### src/rtl/uart_frame_pkg.sv
// Shared definitions for the UART frame controller: FSM state encoding and
// default sizing of the frame, buffer address and receive timeout.
package uart_frame_pkg;

  localparam int FRAME_BYTES_DEF = 64;
  localparam int ADDR_W_DEF      = 6;
  localparam int RX_TIMEOUT_DEF  = 4096;

  typedef enum logic [2:0] {
    S_IDLE,
    S_LOAD,
    S_PROC,
    S_READ,
    S_LATCH,
    S_TX,
    S_TXHOLD,
    S_TXWAIT
  } state_t;

endpackage

### src/rtl/rx_timeout_cnt.sv
// Idle-cycle counter for the receive side. It counts enabled cycles since the
// last clear and flags the cycle in which the limit is reached. A clear in that
// same cycle wins, so a byte arriving exactly at expiry never raises an error.
module rx_timeout_cnt
  import uart_frame_pkg::*;
#(
  parameter int LIMIT = RX_TIMEOUT_DEF
) (
  input  logic clk,
  input  logic rst,
  input  logic clear,
  input  logic enable,
  output logic expired
);

  localparam int CNT_W = $clog2(LIMIT) + 1;
  localparam logic [CNT_W-1:0] LAST = CNT_W'(LIMIT - 1);

  logic [CNT_W-1:0] cnt_reg;

  // Count idle cycles, saturating at the limit until the next clear.
  always_ff @(posedge clk or negedge rst) begin
    if (!rst) begin
      cnt_reg <= '0;
    end else if (clear) begin
      cnt_reg <= '0;
    end else if (enable && (cnt_reg != LAST)) begin
      cnt_reg <= cnt_reg + 1'b1;
    end
  end

  assign expired = enable && !clear && (cnt_reg == LAST);

endmodule

### src/rtl/uart_frame_ctrl.sv
// Frame controller between a UART and an image processing core: collects one
// frame of received bytes into the input buffer, starts processing, then
// streams the result buffer back out through the UART transmitter byte by byte.
module uart_frame_ctrl
  import uart_frame_pkg::*;
#(
  parameter int FRAME_BYTES = FRAME_BYTES_DEF,
  parameter int ADDR_W      = ADDR_W_DEF,
  parameter int RX_TIMEOUT  = RX_TIMEOUT_DEF
) (
  input  logic              clk,
  input  logic              rst,
  input  logic              rx_valid,
  input  logic [7:0]        rx_data,
  output logic              wr_en,
  output logic [ADDR_W-1:0] wr_addr,
  output logic [7:0]        wr_data,
  output logic              proc_start,
  input  logic              proc_done,
  output logic              rd_en,
  output logic [ADDR_W-1:0] rd_addr,
  input  logic [7:0]        rd_data,
  output logic              tx_start,
  output logic [7:0]        tx_data,
  input  logic              tx_busy,
  output logic              busy,
  output logic              frame_err
);

  // One extra bit so a frame filling the whole address space still ends cleanly.
  localparam int CNT_W = ADDR_W + 1;
  localparam logic [CNT_W-1:0] FRAME_FULL = CNT_W'(FRAME_BYTES);
  localparam logic [CNT_W-1:0] FRAME_LAST = CNT_W'(FRAME_BYTES - 1);

  state_t           state_reg;
  logic [CNT_W-1:0] count_reg;
  logic [CNT_W-1:0] index_reg;
  logic [CNT_W-1:0] count_inc;
  logic [CNT_W-1:0] index_inc;
  logic             timeout_clear;
  logic             timeout_enable;
  logic             timeout_expired;

  assign count_inc = count_reg + 1'b1;
  assign index_inc = index_reg + 1'b1;

  // The idle counter only runs while a frame is being loaded.
  assign timeout_enable = (state_reg == S_LOAD);
  assign timeout_clear  = rx_valid || (state_reg != S_LOAD);

  rx_timeout_cnt #(
    .LIMIT (RX_TIMEOUT)
  ) u_rx_timeout (
    .clk     (clk),
    .rst     (rst),
    .clear   (timeout_clear),
    .enable  (timeout_enable),
    .expired (timeout_expired)
  );

  assign busy = (state_reg != S_IDLE);

  // Frame sequencing FSM; every strobe defaults low and is raised for one cycle.
  always_ff @(posedge clk or negedge rst) begin
    if (!rst) begin
      state_reg  <= S_IDLE;
      count_reg  <= '0;
      index_reg  <= '0;
      wr_en      <= 1'b0;
      wr_addr    <= '0;
      wr_data    <= '0;
      proc_start <= 1'b0;
      rd_en      <= 1'b0;
      rd_addr    <= '0;
      tx_start   <= 1'b0;
      tx_data    <= '0;
      frame_err  <= 1'b0;
    end else begin
      wr_en      <= 1'b0;
      proc_start <= 1'b0;
      rd_en      <= 1'b0;
      tx_start   <= 1'b0;
      frame_err  <= 1'b0;
      case (state_reg)
        S_IDLE: begin
          if (rx_valid) begin
            wr_en     <= 1'b1;
            wr_addr   <= '0;
            wr_data   <= rx_data;
            count_reg <= CNT_W'(1);
            state_reg <= S_LOAD;
          end
        end
        S_LOAD: begin
          // The full check runs in the cycle the last write is on the bus,
          // so proc_start lands exactly one cycle after it.
          if (count_reg == FRAME_FULL) begin
            proc_start <= 1'b1;
            count_reg  <= '0;
            state_reg  <= S_PROC;
          end else if (rx_valid) begin
            wr_en     <= 1'b1;
            wr_addr   <= count_reg[ADDR_W-1:0];
            wr_data   <= rx_data;
            count_reg <= count_inc;
          end else if (timeout_expired) begin
            frame_err <= 1'b1;
            count_reg <= '0;
            state_reg <= S_IDLE;
          end
        end
        S_PROC: begin
          if (proc_done) begin
            index_reg <= '0;
            rd_en     <= 1'b1;
            rd_addr   <= '0;
            state_reg <= S_READ;
          end
        end
        S_READ: begin
          state_reg <= S_LATCH;
        end
        S_LATCH: begin
          tx_data   <= rd_data;
          state_reg <= S_TX;
        end
        S_TX: begin
          if (!tx_busy) begin
            tx_start  <= 1'b1;
            state_reg <= S_TXHOLD;
          end
        end
        S_TXHOLD: begin
          // Gives the transmitter a cycle to raise tx_busy after the start pulse.
          state_reg <= S_TXWAIT;
        end
        S_TXWAIT: begin
          if (!tx_busy) begin
            if (index_reg == FRAME_LAST) begin
              state_reg <= S_IDLE;
            end else begin
              index_reg <= index_inc;
              rd_en     <= 1'b1;
              rd_addr   <= index_inc[ADDR_W-1:0];
              state_reg <= S_READ;
            end
          end
        end
        default: begin
          state_reg <= S_IDLE;
        end
      endcase
    end
  end

endmodule

### config.mk
export PLATFORM = sky130hd
export DESIGN_NAME = uart_frame_ctrl
export DESIGN_NICKNAME = d
export VERILOG_FILES = /design/src/rtl/uart_frame_pkg.sv /design/src/rtl/rx_timeout_cnt.sv /design/src/rtl/uart_frame_ctrl.sv
export SDC_FILE = /design/constraint.sdc
export NUM_CORES = 1
export LEC_CHECK = 0
export ABC_AREA = 1
export ABC_CLOCK_PERIOD_IN_PS = 1350
export CAP_MARGIN = 20
export CORE_MARGIN = 2
export CORE_UTILIZATION = 47
export DETAILED_ROUTE_END_ITERATION = 10
export HOLD_SLACK_MARGIN = 0.12
export PLACE_DENSITY = 0.74
export SLEW_MARGIN = 30
export SYNTH_ARGS = -nofsm -noshare
export SYNTH_HDL_FRONTEND = slang
export SYNTH_SLANG_ARGS = --single-unit
### constraint.sdc
create_clock -name clk -period 1.35 [get_ports clk]
set_input_delay 0.27 -clock clk [delete_from_list [all_inputs] [get_ports clk]]
set_output_delay 0.27 -clock clk [all_outputs]
set_load 0.02 [all_outputs]
Word level (Yosys, flattened, before mapping)
Cells that the tools add are included.
{"block": "totals", "output_inout_bits": 34, "reg_bits": 63, "in_bits": 21, "elab_cells": 99}
{"block": "classes", "muxes": 46, "reduce_logical": 15, "n_eq_ne": 22, "addsub": 3}
{"op": "$mux W7", "count": 7}
{"op": "$mux W6", "count": 6}
{"op": "$pmux W7 S2", "count": 2}
{"op": "$mux W13", "count": 2}
{"op": "$pmux W3 S8", "count": 1}
{"op": "$pmux W6 S2", "count": 2}
{"op": "$mux W3", "count": 7}
{"op": "$mux W8", "count": 2}
{"op": "$pmux W8 S2", "count": 1}
{"op": "$add A7 B1 Y7 const B", "count": 2}
{"op": "$ne A2 B2 Y1 const B", "count": 7}
{"op": "$add A13 B1 Y13 const B", "count": 1}
{"op": "$eq A13 B12 Y1 const B", "count": 1}
{"op": "$mux W1", "count": 13}
{"op": "$ne A13 B12 Y1 const B", "count": 1}
{"op": "$eq A3 B3 Y1 const B", "count": 4}
{"op": "$reduce_and A4 Y1", "count": 2}
{"op": "$eq A7 B6 Y1 const B", "count": 1}
{"op": "$eq A7 B7 Y1 const B", "count": 1}
{"op": "$eq A3 B2 Y1 const B", "count": 2}
{"op": "$ne A3 B3 Y1 const B", "count": 2}
{"op": "$reduce_and A6 Y1", "count": 1}
{"op": "$reduce_bool A2 Y1", "count": 3}
{"op": "$ne A4 B4 Y1 const B", "count": 1}
{"op": "11 further kinds", "count": 14}

Logic depth before layout (Yosys ltp)
{"block": "depth", "depth_word": 9, "mapped_depth": 11, "mapped_depth_nobuf": 11}

Cells and area by module
From an unflattened synthesis, not the netlist that was laid out.
{"block": "unflattened", "cells_unflattened": 369, "area_unflattened_um2": 3010.4}
{"module": "uart_frame_ctrl", "area_per_inst_um2": 2180.8, "cells_each": 248, "n_inst": 1}
{"module": "rx_timeout_cnt", "area_per_inst_um2": 829.5, "cells_each": 121, "n_inst": 1}

Least setup slack after synthesis
Ideal clock, no wire load.
{"block": "synth_timing", "path_kind": "reg-to-reg", "startpoint": "register count_reg[0]", "endpoint": "register state_reg[2]", "path_slack_ns": -0.127, "setup_ns": 0.117, "t_required_ns": 1.233, "arrival_time_ns": 1.360, "path_stages_with_launch": 12, "synth_period_minus_slack_ns": 1.477, "cell_sequence": "dfrtp_1 inv_1 ha_1 nand2_1 inv_1 nand3_1 nand2_4 nand2_1 nor2_2 nand2_1 nand2_1 nand2_1"}
{"block": "synth_between", "elab_chain_cells": 3}
{"element": "start: declaration", "line": "uart_frame_ctrl.sv:36", "rtl": "logic [CNT_W-1:0] count_reg;"}
{"element": "start signal: assignment", "line": "uart_frame_ctrl.sv:105", "rtl": "count_reg <= count_inc;"}
{"element": "$eq A7 B7 Y1 *", "line": "uart_frame_ctrl.sv:97", "rtl": "if (count_reg == FRAME_FULL) begin"}
{"element": "$mux W3 or $ne A3 B3 Y1 (tied branches)"}
{"element": "$pmux W3 S8 or $reduce_and A6 Y1 (tied branches)"}
{"element": "end signal: assignment", "line": "uart_frame_ctrl.sv:91", "rtl": "state_reg <= S_LOAD;"}
{"element": "end signal: assignment", "line": "uart_frame_ctrl.sv:100", "rtl": "state_reg <= S_PROC;"}
{"element": "end signal: assignment", "line": "uart_frame_ctrl.sv:109", "rtl": "state_reg <= S_IDLE;"}
{"element": "end: declaration", "line": "uart_frame_ctrl.sv:35", "rtl": "state_t state_reg;"}
Mark *: on every way between the ends. The rest lies on a longest branch, timed or not.
A chain may end at the register's enable or synchronous reset.

Worst setup path after layout
{"block": "layout_timing", "startpoint": "register state_reg[2]", "endpoint": "register wr_addr[5]"}
{"block": "layout_between", "elab_chain_cells": 3}
{"element": "start signal: assignment", "line": "uart_frame_ctrl.sv:66", "rtl": "state_reg <= S_IDLE;"}
{"element": "start signal: assignment", "line": "uart_frame_ctrl.sv:91"}
{"element": "start signal: assignment", "line": "uart_frame_ctrl.sv:100"}
{"element": "$eq A3 B1 Y1 or $logic_not A3 Y1 (tied branches)", "line": "uart_frame_ctrl.sv:84", "rtl": "case (state_reg)"}
{"element": "$ne A2 B2 Y1 (no source line) or $reduce_bool A2 Y1 (tied branches)"}
{"element": "$reduce_and A4 Y1 (no source line)"}
{"element": "end signal: assignment", "line": "uart_frame_ctrl.sv:103", "rtl": "wr_addr <= count_reg[ADDR_W-1:0];"}
{"element": "end: declaration", "line": "uart_frame_ctrl.sv:16", "rtl": "output logic [ADDR_W-1:0] wr_addr,"}
Several ways; a longest one is shown, not always the timed one.

==> Flow_metrics.wiki <==
{| class="wikitable"
! Metric !! Value
|-
| Outcome || complete, but fails checks
|-
| Violations in the final reports || setup timing
|-
| GRT Util Overall || around 23%
|-
| M1 GR Usage || approximately 29%
|-
| Standard cell area after detailed placement || approximately 3800 µm²
|-
| Grt met3 use || under 10%
|-
| Routability congestion estimate || between 0.9 and 1
|-
| Minimum setup slack in the final design || -0.145 ns
|-
| Transition at the pin with the smallest max-transition slack || ~0.36 ns
|-
| Max FFs per register || 13
|-
| Synth Net Count || around 350
|-
| Critical Path End Type || flop
|-
| Biggest fanout along the worst timing path || 11
|-
| Hold Crit Class || input port to async pin
|-
| Average cell area after synthesis || 8.70 µm²
|-
| Cells after Synth || approximately 330
|-
| Clock tree buffer depth || 2
|-
| Final core area utilization || 76.0%
|-
| Via count of the first global-routing pass || 2640
|-
| DR WL/cell || about 15 µm
|-
| Initial DRC Count || ~150
|-
| Cell area after layout || 4480 µm²
|-
| Skew-Pair Late Insertion Delay || 0.34 ns
|-
| Clock buffer count from CTS || 9
|-
| Type of origin of the critical path || flop
|-
| Worst Path Required || 1.57 ns
|-
| Type of the worst setup path || flop to flop
|-
| Flip-flop and latch count after synthesis || 57
|-
| Number of optimization iterations in the first detailed-route pass || 4
|-
| Number of routed nets with antenna violations || 0
|-
| Antenna violations before repair || 0
|-
| Top area cells in the synthesized netlist || dfrtp_1, nand2_1, inv_1
|-
| Number of slew-limit violations in the final report || 0
|-
| First-pass GRT wire length || about 12 mm
|-
| I/O Pins || 55
|-
| Total length of routed wires || 7.85 mm
|-
| CTS root buf || clkbuf_8
|-
| List of most frequent post-synthesis cells || nand2_1, dfrtp_1, inv_1, nand3_1, nor2_1
|-
| Number of distinct library cells after synthesis || 31
|-
| Share of the synthesized area in the top cell type || approximately 50%
|-
| Number of cells in the design after placement || 500
|-
| DRC violations left || 0
|-
| Warnings, synthesis || 0
|-
| Core Box Area || 5890 µm²
|-
| Antenna diode count || 0
|-
| Die Span Y || 81.9 µm
|-
| Clock transition at path regs || 0.07 ns
|-
| Final cycle utilization of the critical path || 111%
|-
| Number of input and output port buffers inserted || 54
|-
| Final hold vios || 0
|-
| Worst max-slew margin expressed relative to the limit || between 70% and 80%
|-
| RSZ-0062 raised after global routing || true
|-
| Maximum Capacitance Violations || 0
|-
| Async S/R FF share, synth || between 90% and 100%
|-
| Worst IR Drop VDD || approximately 1.2 mV
|-
| Min Clock Period, post-route || 1.50 ns
|-
| Cell Rows || 28
|-
| Areal power density over the cells || 1780 nW/µm²
|-
| Total power || a little under 8 mW
|-
| Area delta synth->final || 56.9%
|-
| Number of levels the H-tree was split into || 3
|-
| Routing usage on met2 || between 30% and 40%
|-
| Number of cells in the finished layout apart from fillers || between 500 and 600
|-
| Clock tree from TritonCTS || built
|-
| Yosys top cell by area || dfrtp_1
|-
| Filler Cells Inserted || ~390
|-
| Worst path arrival time || ~1.7 ns
|-
| Fraction of final layout cells sized beyond drive strength 1 || between 30% and 40%
|-
| Most used routing layer in global routing || met2
|-
| Prevailing post-synth register cell || dfrtp_1
|-
| Maximum number of pins on one net before global-route repair || 58
|-
| Total die area || 6710 µm²
|-
| Most instantiated library cell after synthesis || nand2_1
|-
| Die Wd || just over 80 µm
|-
| Effective utilization at floorplan || between 40 and 50%
|-
| Per-cell via count in the routed design || 5.13
|-
| Total global routing overflow || 0
|-
| Sinks on the clock net || between 50 and 60
|-
| Sequential area share after synthesis || 50.0%
|-
| Worst clock skew on the final layout || 0.00514 ns
|-
| Maximum frequency from static timing analysis || about 670 MHz
|-
| Post-Route Setup TNS || -3.30 ns
|-
| Number of flops mapped to enable cells by yosys || 0
|-
| Via count || around 2700
|-
| NumNets Final || 477
|-
| Final setup vio count || 36
|-
| Leakage power figure || around 2.2 nW
|-
| Synth Cell Area || 2850 µm²
|-
| Hpwl dp || about 4.8 mm
|}
## worst paths after layout
check / start / to / slack (ns) / cells past startpoint
max: state_reg[2] / wr_addr[5] / -0.15 / 8
max reg2reg: state_reg[2] / wr_addr[5] / -0.15 / 8
min reg2reg: tx_data[5] / tx_data[5] / 0.50 / 1
max in group asynchronous: rst / wr_addr[1] / 0.63 / 3
min: rst / count_reg[0] / 0.45 / 3
min in group clk: rx_data[4] / wr_data[4] / 0.49 / 3
## what timing repair did
action,4_1_cts,5_1_grt
hold buffers,1,0
pin swaps,10,11
hold endpoints to repair,57,0
buffers inserted,8,6
gates resized for setup,95,49
endpoints found under the setup margin,86,48
gates cloned,1,1
## placed cells by master, fill, tap and decap left out, types with 8 or more instances in the layout
| master | n |
|---|---|
| mux2_2 | 8 |
| buf_4 | 55 |
| clkbuf_8 | 11 |
| nor2_4 | 9 |
| nor2_1 | 16 |
| buf_6 | 9 |
| inv_1 | 37 |
| clkdlybuf4s50_1 | 19 |
| nand2_2 | 18 |
| nand2_1 | 55 |
| nand3_2 | 9 |
| dlygate4sd2_1 | 28 |
| o21ai_1 | 15 |
| nand3_1 | 15 |
| dfrtp_1 | 57 |
## cell type report
| class | instances | area (µm²) | area share [%] |
|---|---|---|---|
| clock buffer | 12 | 155 | 3.47 |
| timing repair buffer | 121 | 1060 | 23.8 |
| multi-input combinational | 217 | 1520 | 33.9 |
| clock inverter | 3 | 40.0 | 0.895 |
| tap | 75 | 93.8 | 2.10 |
| sequential | 57 | 1430 | 31.9 |
| inverter | 46 | 178 | 3.97 |
## power by group
part / total, mW / switching [mW] / internal, mW
Combinational: 3.84 / 2.13 / 1.70
Clock: 1.62 / 0.685 / 0.937
Sequential: 2.49 / 0.301 / 2.19
## per-layer routing
layer / share of wire [%] / vias to the layer above
met5: 0 / -
met4: 2.0 / 0
met3: 3.6 / 21
met2: 53 / 67
met1: 41 / 1327
li1: - / 1308
## stage by stage
step / setup slack [ns] / hold slack [ns]
floorplan: -0.0356 / -0.0256
global route: -0.228 / 0.511
finish: -0.145 / 0.452
detailed placement: -0.401 / 0.296
CTS: -0.0969 / 0.465
global placement: -0.337 / 0.293
## cells by family (layout without fill, tap and decap cells)
family	count (synthesis)	in the layout	synth area share, %
AO/OA/AOI/OAI	41	41	8.20
XOR/XNOR	9	9	2.76
adder cells (fa/ha/maj)	4	4	1.75
buffers and inverters	55	182	8.82
flip-flops	57	57	50.0
multiplexers	9	9	3.51
AND/OR/NAND/NOR	153	154	25.0
## critical path, stage by stage, from the launching register on
cell and delay [ns]:
dfrtp_1 0.43, nor2_4 0.12, buf_6 0.15, nand2_8 0.07, nor2_4 0.14, nand2_8 0.09, o21ai_4 0.10, clkbuf_16 0.20
o22ai_1 0.08
Power figures use the tool's default switching activity.
